## config.mk

```make
export PLATFORM = sky130hd
export DESIGN_NAME = qed_inst_dup_flat
export DESIGN_NICKNAME = d
export VERILOG_FILES = /design/src/rtl/qed_inst_dup_if.sv /design/src/rtl/qed_inst_dup.sv /design/src/flat_wrapper.sv
export SDC_FILE = /design/constraint.sdc
export NUM_CORES = 1
export LEC_CHECK = 0
export CELL_PAD_IN_SITES_DETAIL_PLACEMENT = 0
export CELL_PAD_IN_SITES_GLOBAL_PLACEMENT = 2
export CORE_MARGIN = 2
export CORE_UTILIZATION = 48
export CTS_BUF_LIST = sky130_fd_sc_hd__clkbuf_8
export DETAILED_ROUTE_END_ITERATION = 10
export HOLD_SLACK_MARGIN = 0.05
export PLACE_DENSITY_LB_ADDON = 0.1
export SYNTH_ARGS = -nofsm -noshare
export SYNTH_HDL_FRONTEND = slang
export SYNTH_SLANG_ARGS = --single-unit
export TNS_END_PERCENT = 20
```

## constraint.sdc

```tcl
create_clock -name clk -period 5.3 [get_ports clk]
set_input_delay 1.06 -clock clk [delete_from_list [all_inputs] [get_ports clk]]
set_output_delay 1.06 -clock clk [all_outputs]
set_load 0.01 [all_outputs]
```

## src/rtl/qed_inst_dup_if.sv

```systemverilog
// Fetch-side handshake between instruction fetch and the QED duplicator.
// An instruction transfers on a clock edge where inst_vld_i && inst_ready_o; inst_ready_o may depend combinationally on inst_i/inst_vld_i, and fetch holds inst_i until it transfers.
interface qed_inst_dup_if;
  logic [31:0] inst_i;
  logic        inst_vld_i;
  logic        inst_ready_o;

  modport master (output inst_i, output inst_vld_i, input inst_ready_o);
  modport slave  (input inst_i, input inst_vld_i, output inst_ready_o);
endinterface

```

## src/rtl/qed_inst_dup.sv

```systemverilog
// QED instruction duplicator: issues originals on x0-x15 and queues their x16-x31 twins
// in a FIFO, releasing a twin whenever exec_dup_i asks for one.
module qed_inst_dup #(
  parameter int DEPTH = 8
) (
  input  logic                       clk,
  input  logic                       rst,
  qed_inst_dup_if.slave              fetch,
  input  logic                       exec_dup_i,
  input  logic                       stall_i,
  output logic [31:0]                inst_o,
  output logic                       qed_vld_o,
  output logic [$clog2(DEPTH):0]     count_o,
  output logic                       full_o,
  output logic                       empty_o
);

  localparam int PW = $clog2(DEPTH);
  localparam int CW = PW + 1;
  localparam logic [31:0] NOP = 32'h0000_0013;

  logic [31:0]   mem [DEPTH];
  logic [PW-1:0] wptr, rptr;
  logic [CW-1:0] count;

  logic [6:0]  opcode;
  logic        is_op, is_opimm, is_u;
  logic        supported, use_rs1, use_rs2, legal;
  logic [31:0] dup_inst;
  logic        do_pop, do_push;
  logic [31:0] inst_nxt;
  logic        qed_vld_nxt;

  assign opcode    = fetch.inst_i[6:0];
  assign is_op     = (opcode == 7'b0110011);
  assign is_opimm  = (opcode == 7'b0010011);
  assign is_u      = (opcode == 7'b0110111) || (opcode == 7'b0010111);
  assign supported = is_op || is_opimm || is_u;
  assign use_rs1   = is_op || is_opimm;
  assign use_rs2   = is_op;

  // An original must stay in x0-x15 so its twin cannot alias it; bit 4 of a used field marks x16+.
  assign legal = !(fetch.inst_i[11] || (use_rs1 && fetch.inst_i[19]) ||
                   (use_rs2 && fetch.inst_i[24]));

  always_comb begin
    dup_inst = fetch.inst_i;
    if (fetch.inst_i[11:7] != 5'd0)              dup_inst[11] = 1'b1;
    if (use_rs1 && fetch.inst_i[19:15] != 5'd0)  dup_inst[19] = 1'b1;
    if (use_rs2 && fetch.inst_i[24:20] != 5'd0)  dup_inst[24] = 1'b1;
  end

  assign full_o  = (count == CW'(DEPTH));
  assign empty_o = (count == '0);
  assign count_o = count;

  // Duplicate issue has priority; push and pop are mutually exclusive by construction.
  assign do_pop  = !stall_i && exec_dup_i && !empty_o;
  assign do_push = !stall_i && !do_pop && fetch.inst_vld_i && supported && legal && !full_o;

  // Fetch only holds when an original is waiting on a full queue, or the slot is taken.
  assign fetch.inst_ready_o = !stall_i && !do_pop && fetch.inst_vld_i &&
                              !(supported && legal && full_o);

  always_comb begin
    inst_nxt    = NOP;
    qed_vld_nxt = 1'b0;
    if (do_pop) begin
      inst_nxt    = mem[rptr];
      qed_vld_nxt = 1'b1;
    end else if (fetch.inst_vld_i) begin
      if (!supported) begin
        inst_nxt = fetch.inst_i;
      end else if (legal && !full_o) begin
        inst_nxt    = fetch.inst_i;
        qed_vld_nxt = 1'b1;
      end
    end
  end

  always_ff @(posedge clk or negedge rst) begin
    if (!rst) begin
      inst_o    <= NOP;
      qed_vld_o <= 1'b0;
      count     <= '0;
      wptr      <= '0;
      rptr      <= '0;
    end else if (!stall_i) begin
      inst_o    <= inst_nxt;
      qed_vld_o <= qed_vld_nxt;
      if (do_push) begin
        wptr  <= wptr + PW'(1);
        count <= count + CW'(1);
      end else if (do_pop) begin
        rptr  <= rptr + PW'(1);
        count <= count - CW'(1);
      end
    end
  end

  // Queue storage needs no reset: entries are only read after being written.
  always_ff @(posedge clk) begin
    if (do_push) mem[wptr] <= dup_inst;
  end

endmodule

```

## src/flat_wrapper.sv

```systemverilog
// flat-port wrapper written by rule: the top's interface ports become plain ports
module qed_inst_dup_flat 
#(
  parameter int DEPTH = 8
)
  (clk, rst, exec_dup_i, stall_i, inst_o, qed_vld_o, count_o, full_o, empty_o, fetch_inst_i, fetch_inst_vld_i, fetch_inst_ready_o);
  qed_inst_dup_if fetch_i ();
  input  logic clk;
  input  logic rst;
  input  logic exec_dup_i;
  input  logic stall_i;
  output logic [31:0] inst_o;
  output logic qed_vld_o;
  output logic [$clog2(DEPTH):0] count_o;
  output logic full_o;
  output logic empty_o;
  input wire logic [$bits(fetch_i.inst_i)-1:0] fetch_inst_i;
  input wire logic [$bits(fetch_i.inst_vld_i)-1:0] fetch_inst_vld_i;
  output wire logic [$bits(fetch_i.inst_ready_o)-1:0] fetch_inst_ready_o;
  assign fetch_i.inst_i = fetch_inst_i;
  assign fetch_i.inst_vld_i = fetch_inst_vld_i;
  assign fetch_inst_ready_o = fetch_i.inst_ready_o;
  qed_inst_dup #(.DEPTH(DEPTH)) u_core (.clk(clk), .rst(rst), .fetch(fetch_i), .exec_dup_i(exec_dup_i), .stall_i(stall_i), .inst_o(inst_o), .qed_vld_o(qed_vld_o), .count_o(count_o), .full_o(full_o), .empty_o(empty_o));
endmodule
```

# Yosys cells after proc, flatten, opt, wreduce, memory -nomap -nowiden
# Memories as Yosys holds them, arrays and structs flattened.
# Cells that the tools add are included.
# totals
reg_bits	43
out_inout_bits	40
ram_bits	256
elab_cells	66
memories	1
# classes
bitwise_logic	2
addsub	4
reduce_logical	34
n_eq_ne	5
mux	15
# memory_table
memory	depth	word_bits	read_ports	rd_clocked_by_memory_dff	wr	line_no	rtl
u_core.mem	8	32	1	0	1	qed_inst_dup.sv:22	logic [31:0] mem [DEPTH];
# op_table
cell	n
$mux W32	4
$logic_and A1 B1 Y1	15
$reduce_bool A5 Y1	3
$eq A7 B5 Y1 const B	2
$eq A7 B6 Y1 const B	2
$mux W1	9
$mux W4	2
$add A3 B1 Y3 const B	2
$logic_not A1 Y1	6
$logic_or A1 B1 Y1	5
$add A4 B1 Y4 const B	1
$eq A4 B4 Y1 const B	1
$logic_not A4 Y1	1
$reduce_and A2 Y1	2
$sub A4 B1 Y4 const B	1
$reduce_and A3 Y1	1
$not A1 Y1	2
$reduce_bool A2 Y1	1

# Depth between registers and ports, before layout
# depth
word_depth	11
ltp_mapped	9
mapped_depth_nobuf	9

# Worst setup path before layout
# OpenSTA, ideal clock, no wires.
# synth_timing
path_kind	input to register
start	in fetch_inst_i[3]
end	mem u_core.mem[2][0], enable pin
t_arrival_ns	4.311
required_ns	4.839
slack_ns	0.528
cell_stages	5
path_buffers	0
setup_ns	0.461
path_cell_list	nor4bb_1 -> nand2_1 -> nor4_4 -> inv_2 -> nor3_1
# synth_between
elab_chain_len	10
elab_cells_between_ends	17
cone_classes	eq/ne: 4; mux: 2; reduce/logical: 11
# synth_lines
item	line_no	rtl
start, declared	flat_wrapper.sv:17	input wire logic [$bits(fetch_i.inst_i)-1:0] fetch_inst_i;
$eq A7 B6 Y1 or $eq A7 B5 Y1 (tied branches)	qed_inst_dup.sv:35, qed_inst_dup.sv:36	
$logic_or A1 B1 Y1	qed_inst_dup.sv:38, qed_inst_dup.sv:39	
$logic_and A1 B1 Y1	qed_inst_dup.sv:43	assign legal = !(fetch.inst_i[11] || (use_rs1 && fetch.inst_i[19]) ||
$logic_or A1 B1 Y1 (2 in a row)	qed_inst_dup.sv:43	
$logic_not A1 Y1	qed_inst_dup.sv:43	
$logic_and A1 B1 Y1 (*) (2 in a row)	qed_inst_dup.sv:59	assign do_push = !stall_i && !do_pop && fetch.inst_vld_i && supported && legal && !full_o;
$mux W1 (*)	qed_inst_dup.sv:103	if (do_push) mem[wptr] <= dup_inst;
$mux W1 (not written as such) (*)	qed_inst_dup.sv:103	
end, declared	qed_inst_dup.sv:22	
# Every way passes the cells marked *; elsewhere a longest branch is shown, timed or not.

# Worst setup path in the final report
# layout_timing
start	in fetch_inst_i[5]
end	out fetch_inst_ready_o
# layout_between
elab_chain_len	10
elab_cells_between_ends	16
cone_classes	eq/ne: 4; reduce/logical: 12
# layout_lines
item	line_no	rtl
$eq A7 B6 Y1 or $eq A7 B5 Y1 (tied branches)	qed_inst_dup.sv:35, qed_inst_dup.sv:36	
$logic_or A1 B1 Y1	qed_inst_dup.sv:38, qed_inst_dup.sv:39	
$logic_and A1 B1 Y1	qed_inst_dup.sv:43	
$logic_or A1 B1 Y1 (2 in a row)	qed_inst_dup.sv:43	
$logic_not A1 Y1	qed_inst_dup.sv:43	
$logic_and A1 B1 Y1 (*) (2 in a row)	qed_inst_dup.sv:63	!(supported && legal && full_o);
$logic_not A1 Y1 (*)	qed_inst_dup.sv:63	
$logic_and A1 B1 Y1 (*)	qed_inst_dup.sv:62	assign fetch.inst_ready_o = !stall_i && !do_pop && fetch.inst_vld_i &&
end, declared	flat_wrapper.sv:19	output wire logic [$bits(fetch_i.inst_ready_o)-1:0] fetch_inst_ready_o;
# Marked as above.

==> summary.md <==
| Metric | Value |
|---|---|
| Worst flop-to-flop path endpoint | u_core.mem[7][10]$_DFFE_PP_ |
| FF+latch area | 0.00877 mm2 |
| Antenna diodes | 0 |
| Gate count of the mapped netlist | roughly 560 |
| Vias in the first global route | approximately 6.4k |
| Max-cap viol count | 0 |
| Placed inst area | 0.0129 mm2 |
| Synth area leader | edfxtp_1 |
| DP Wirelength | around 14000 um |
| Inst Count DP | about 950 |
| Sw Share | between 20 and 30% |
| Tightest Hold Check Type | reg2reg |
| Count of cell types in the netlist | between 40 and 50 |
| Main area contributors after synthesis | edfxtp_1 66%, mux4_2 12%, dfrtp_1 8.6%, mux2i_1 2.6%, a221o_1 2.2% |
| Net count, final | 723 |
| Initial core utilization | about half |
| GP Congestion | roughly 0.72 |
| Critical Path RT | about 4.2 ns |
| Internal power | ~4.6 mW |
| Post-synth EDFFs | around 260 |
| Crit Path Class | in2out |
| Most frequent cell after synthesis | edfxtp_1 |
| Slew Limit Fails | 0 |
| GRT Util Overall | around 20% |
| Flop pwr share | between 40% and 50% |
| Worst Path Max Fanout | 11 |
| Netlist Area Pre-Place | 0.0116 mm2 |
| Avg Cell Area, Syn | between 20 and 25 um2 |
| First DRT Iteration DRCs | 470 |
| Synth top cells by count | 256 x edfxtp_1, 64 x mux4_2, 40 x dfrtp_1 |
| Tot Pwr | around 6.3 mW |
| Final non-filler cell area | approximately 0.014 mm2 |
| Chip Width | roughly 160 um |
| Crit end category | output port |
| Routed WL | around 25000 um |
| Setup violations, final | 0 |
| Max VDD drop | roughly 0.32 mV |
| Ratio of final minimum period to clock period | 80.7% |
| Core box area | about 0.024 mm2 |
| Root Buffer | clkbuf_8 |
| Vias post-DR | between 5k and 6k |
| Post-cts sizing count | 0 |
| Syn_nets | roughly 600 |
| R2R Setup Slk | roughly 2.1 ns |
| Fillers | 1815 |
| Fin crit period | approximately 4.3 ns |
| Ys async rst share | 14.4% |
| Status | completed |
| CTS tree | built |
| Max Clock Skew | approximately 0.016 ns |
| Worst-path clk slew | about 0.05 ns |
| Via-to-Cell Ratio | roughly 5.6 |
| Sequential-to-total area share from yosys stat | 75.3% |
| Fraction of layout cells with a size suffix above 1 | 25.3% |
| Synth top area share | around two thirds |
| # IOs | between 70 and 80 |
| Final ANT Viol Nets | 0 |
| Largest net degree at the start of global routing | 44 |
| Syn. warnings | 0 |
| CTS buffer count | 49 |
| Maximum clock frequency | ~230 MHz |
| Leak | 4.71 nW |
| Initial antenna violation count | 0 |
| Crit path to | fetch_inst_ready_o |
| WL per Instance | approximately 24 um |
| Clock Sink Count | around 300 |
| IO Port Bufs | 76 |
| Final hold viol count | 0 |
| Part of the power in combinational logic | between 20% and 30% |
| Post-CTS setup buffer count | 0 |
| Clock Path Buffers | 3 |
| Vert. Die Dim | ~160 um |
| Clk pwr share | between 30% and 40% |
| Grt ovf | 0 |
| Crit path launch | fetch_inst_i[5] |
| Clk_lat worst skew | roughly 0.56 ns |
| Tightest Pin Transition | around 1.1 ns |
| Worst r2r src | u_core.count_o[1]$_DFFE_PN0P_ |
| Die ar. | around 0.026 mm2 |
| Setup TNS | 0 ns |
| Area of the multi-input gates | 0.00281 mm2 |
| RSZ-0062 raised after global routing | no |
| P&R area growth vs syn | 19.1% |
| DR pass1 iterations | 4 |
| Register bit count reported by yosys | between 200 and 300 |
| Slew HR | just under 30% |
| Sw power | approximately 1.7 mW |
| Drt drc | 0 |
| # rows | 56 |
| Crit start category | input port |
| FF-to-FF path depth | 7 |
| CTS Hold Bufs | 0 |
| First-pass GRT wire length | between 30000 and 40000 um |
| Top FF cell, synth | edfxtp_1 |
| Finished Layout Cells | approximately 1.0k |
| Cell Pwr Density | 456 mW/mm2 |
| WP data arrival | roughly 3.2 ns |
| H-Tree Depth | 2 |
## worst min-delay path by stage
stage,cells past startpoint,to,startpoint
6_report,2,u_core.inst_o[3]$_DFFE_PN0N_,u_core.inst_o[3]$_DFFE_PN0N_
5_1_grt,2,u_core.inst_o[3]$_DFFE_PN0N_,u_core.inst_o[3]$_DFFE_PN0N_
4_1_cts,2,u_core.inst_o[3]$_DFFE_PN0N_,u_core.inst_o[3]$_DFFE_PN0N_
3_5_place_dp,2,u_core.inst_o[3]$_DFFE_PN0N_,u_core.inst_o[3]$_DFFE_PN0N_
3_3_place_gp,2,u_core.inst_o[6]$_DFFE_PN0N_,u_core.inst_o[6]$_DFFE_PN0N_
2_1_floorplan,2,u_core.inst_o[0]$_DFFE_PN1N_,u_core.inst_o[0]$_DFFE_PN1N_
## sequential cells by signal, indices dropped and copies added (netlist names)
register,cells
u_core.mem,256
u_core.inst_o,32
u_core.wptr,3
u_core.qed_vld_o,1
u_core.count_o,4
u_core.rptr,3
## logic make-up after synthesis
group                    Yosys count  share of synthesized area, %
flip-flops                       299                          75.3
multiplexers                     101                          15.6
AND/OR/NAND/NOR                   73                          3.35
AO/OA/AOI/OAI                     47                          3.49
buffers and inverters             29                          1.03
XOR/XNOR                           7                         0.527
adder cells (fa/ha/maj)            5                         0.602
## stage by stage
| stage | setup slack, ns | hold slack, ns | utilization (%) |
|---|---|---|---|
| floorplan | 0.528 | 0.492 | - |
| global placement | 1.06 | 0.479 | 54.6 |
| detailed placement | 0.982 | 0.487 | 54.6 |
| CTS | 0.997 | 0.500 | 58.7 |
| global route | 0.892 | 0.521 | 58.7 |
| finish | 1.02 | 0.492 | 58.7 |
## placed cells by master (no fill, tap or decap), drive strengths merged, types with 5 or more instances in the layout
master / count
a221o: 26
clkdlybuf4s50: 74
nor3: 5
buf: 23
nor2: 34
clkbuf: 57
dfrtp: 40
o21ai: 9
xnor2: 5
edfxtp: 256
a21oi: 5
nand2: 15
mux2: 7
clkinv: 16
inv: 18
mux2i: 30
mux4: 64
## critical path: stages
cell	delay, ns
clkdlybuf4s50_1	0.73
a21oi_1	0.14
o21bai_1	0.41
nor2_1	0.08
a21oi_1	0.21
clkdlybuf4s50_1	0.58
## layer usage
metal  track usage, %  part of all wire (%)  vias to the layer above
li1                 -                     -                     2568
met4             5.83                   1.7                        0
met1             27.1                    42                     3072
met3             4.23                   6.1                       35
met5                0                     0                        -
met2             33.8                    50                      173
## power by group through the flow
| stage | Combinational [mW] | Sequential, mW | Clock, mW |
|---|---|---|---|
| global placement | 1.54 | 2.95 | 0 |
| CTS | 1.55 | 2.91 | 1.96 |
| global route | 1.64 | 2.93 | 2.07 |
| floorplan | 1.05 | 2.88 | 0 |
| detailed placement | 1.55 | 2.96 | 0 |
| finish | 1.52 | 2.90 | 1.90 |
## layout make-up
cell class / instances / share of cell area (%)
Clock inverter: 35 / 1.23
Timing Repair Buffer: 97 / 6.65
Inverter: 1 / 0.0271
Multi-Input combinational cell: 233 / 20.2
Sequential cell: 299 / 63.3
Tap cell: 319 / 2.88
Clock buffer: 57 / 5.66
No activity file was read; power rests on OpenSTA's default activity.
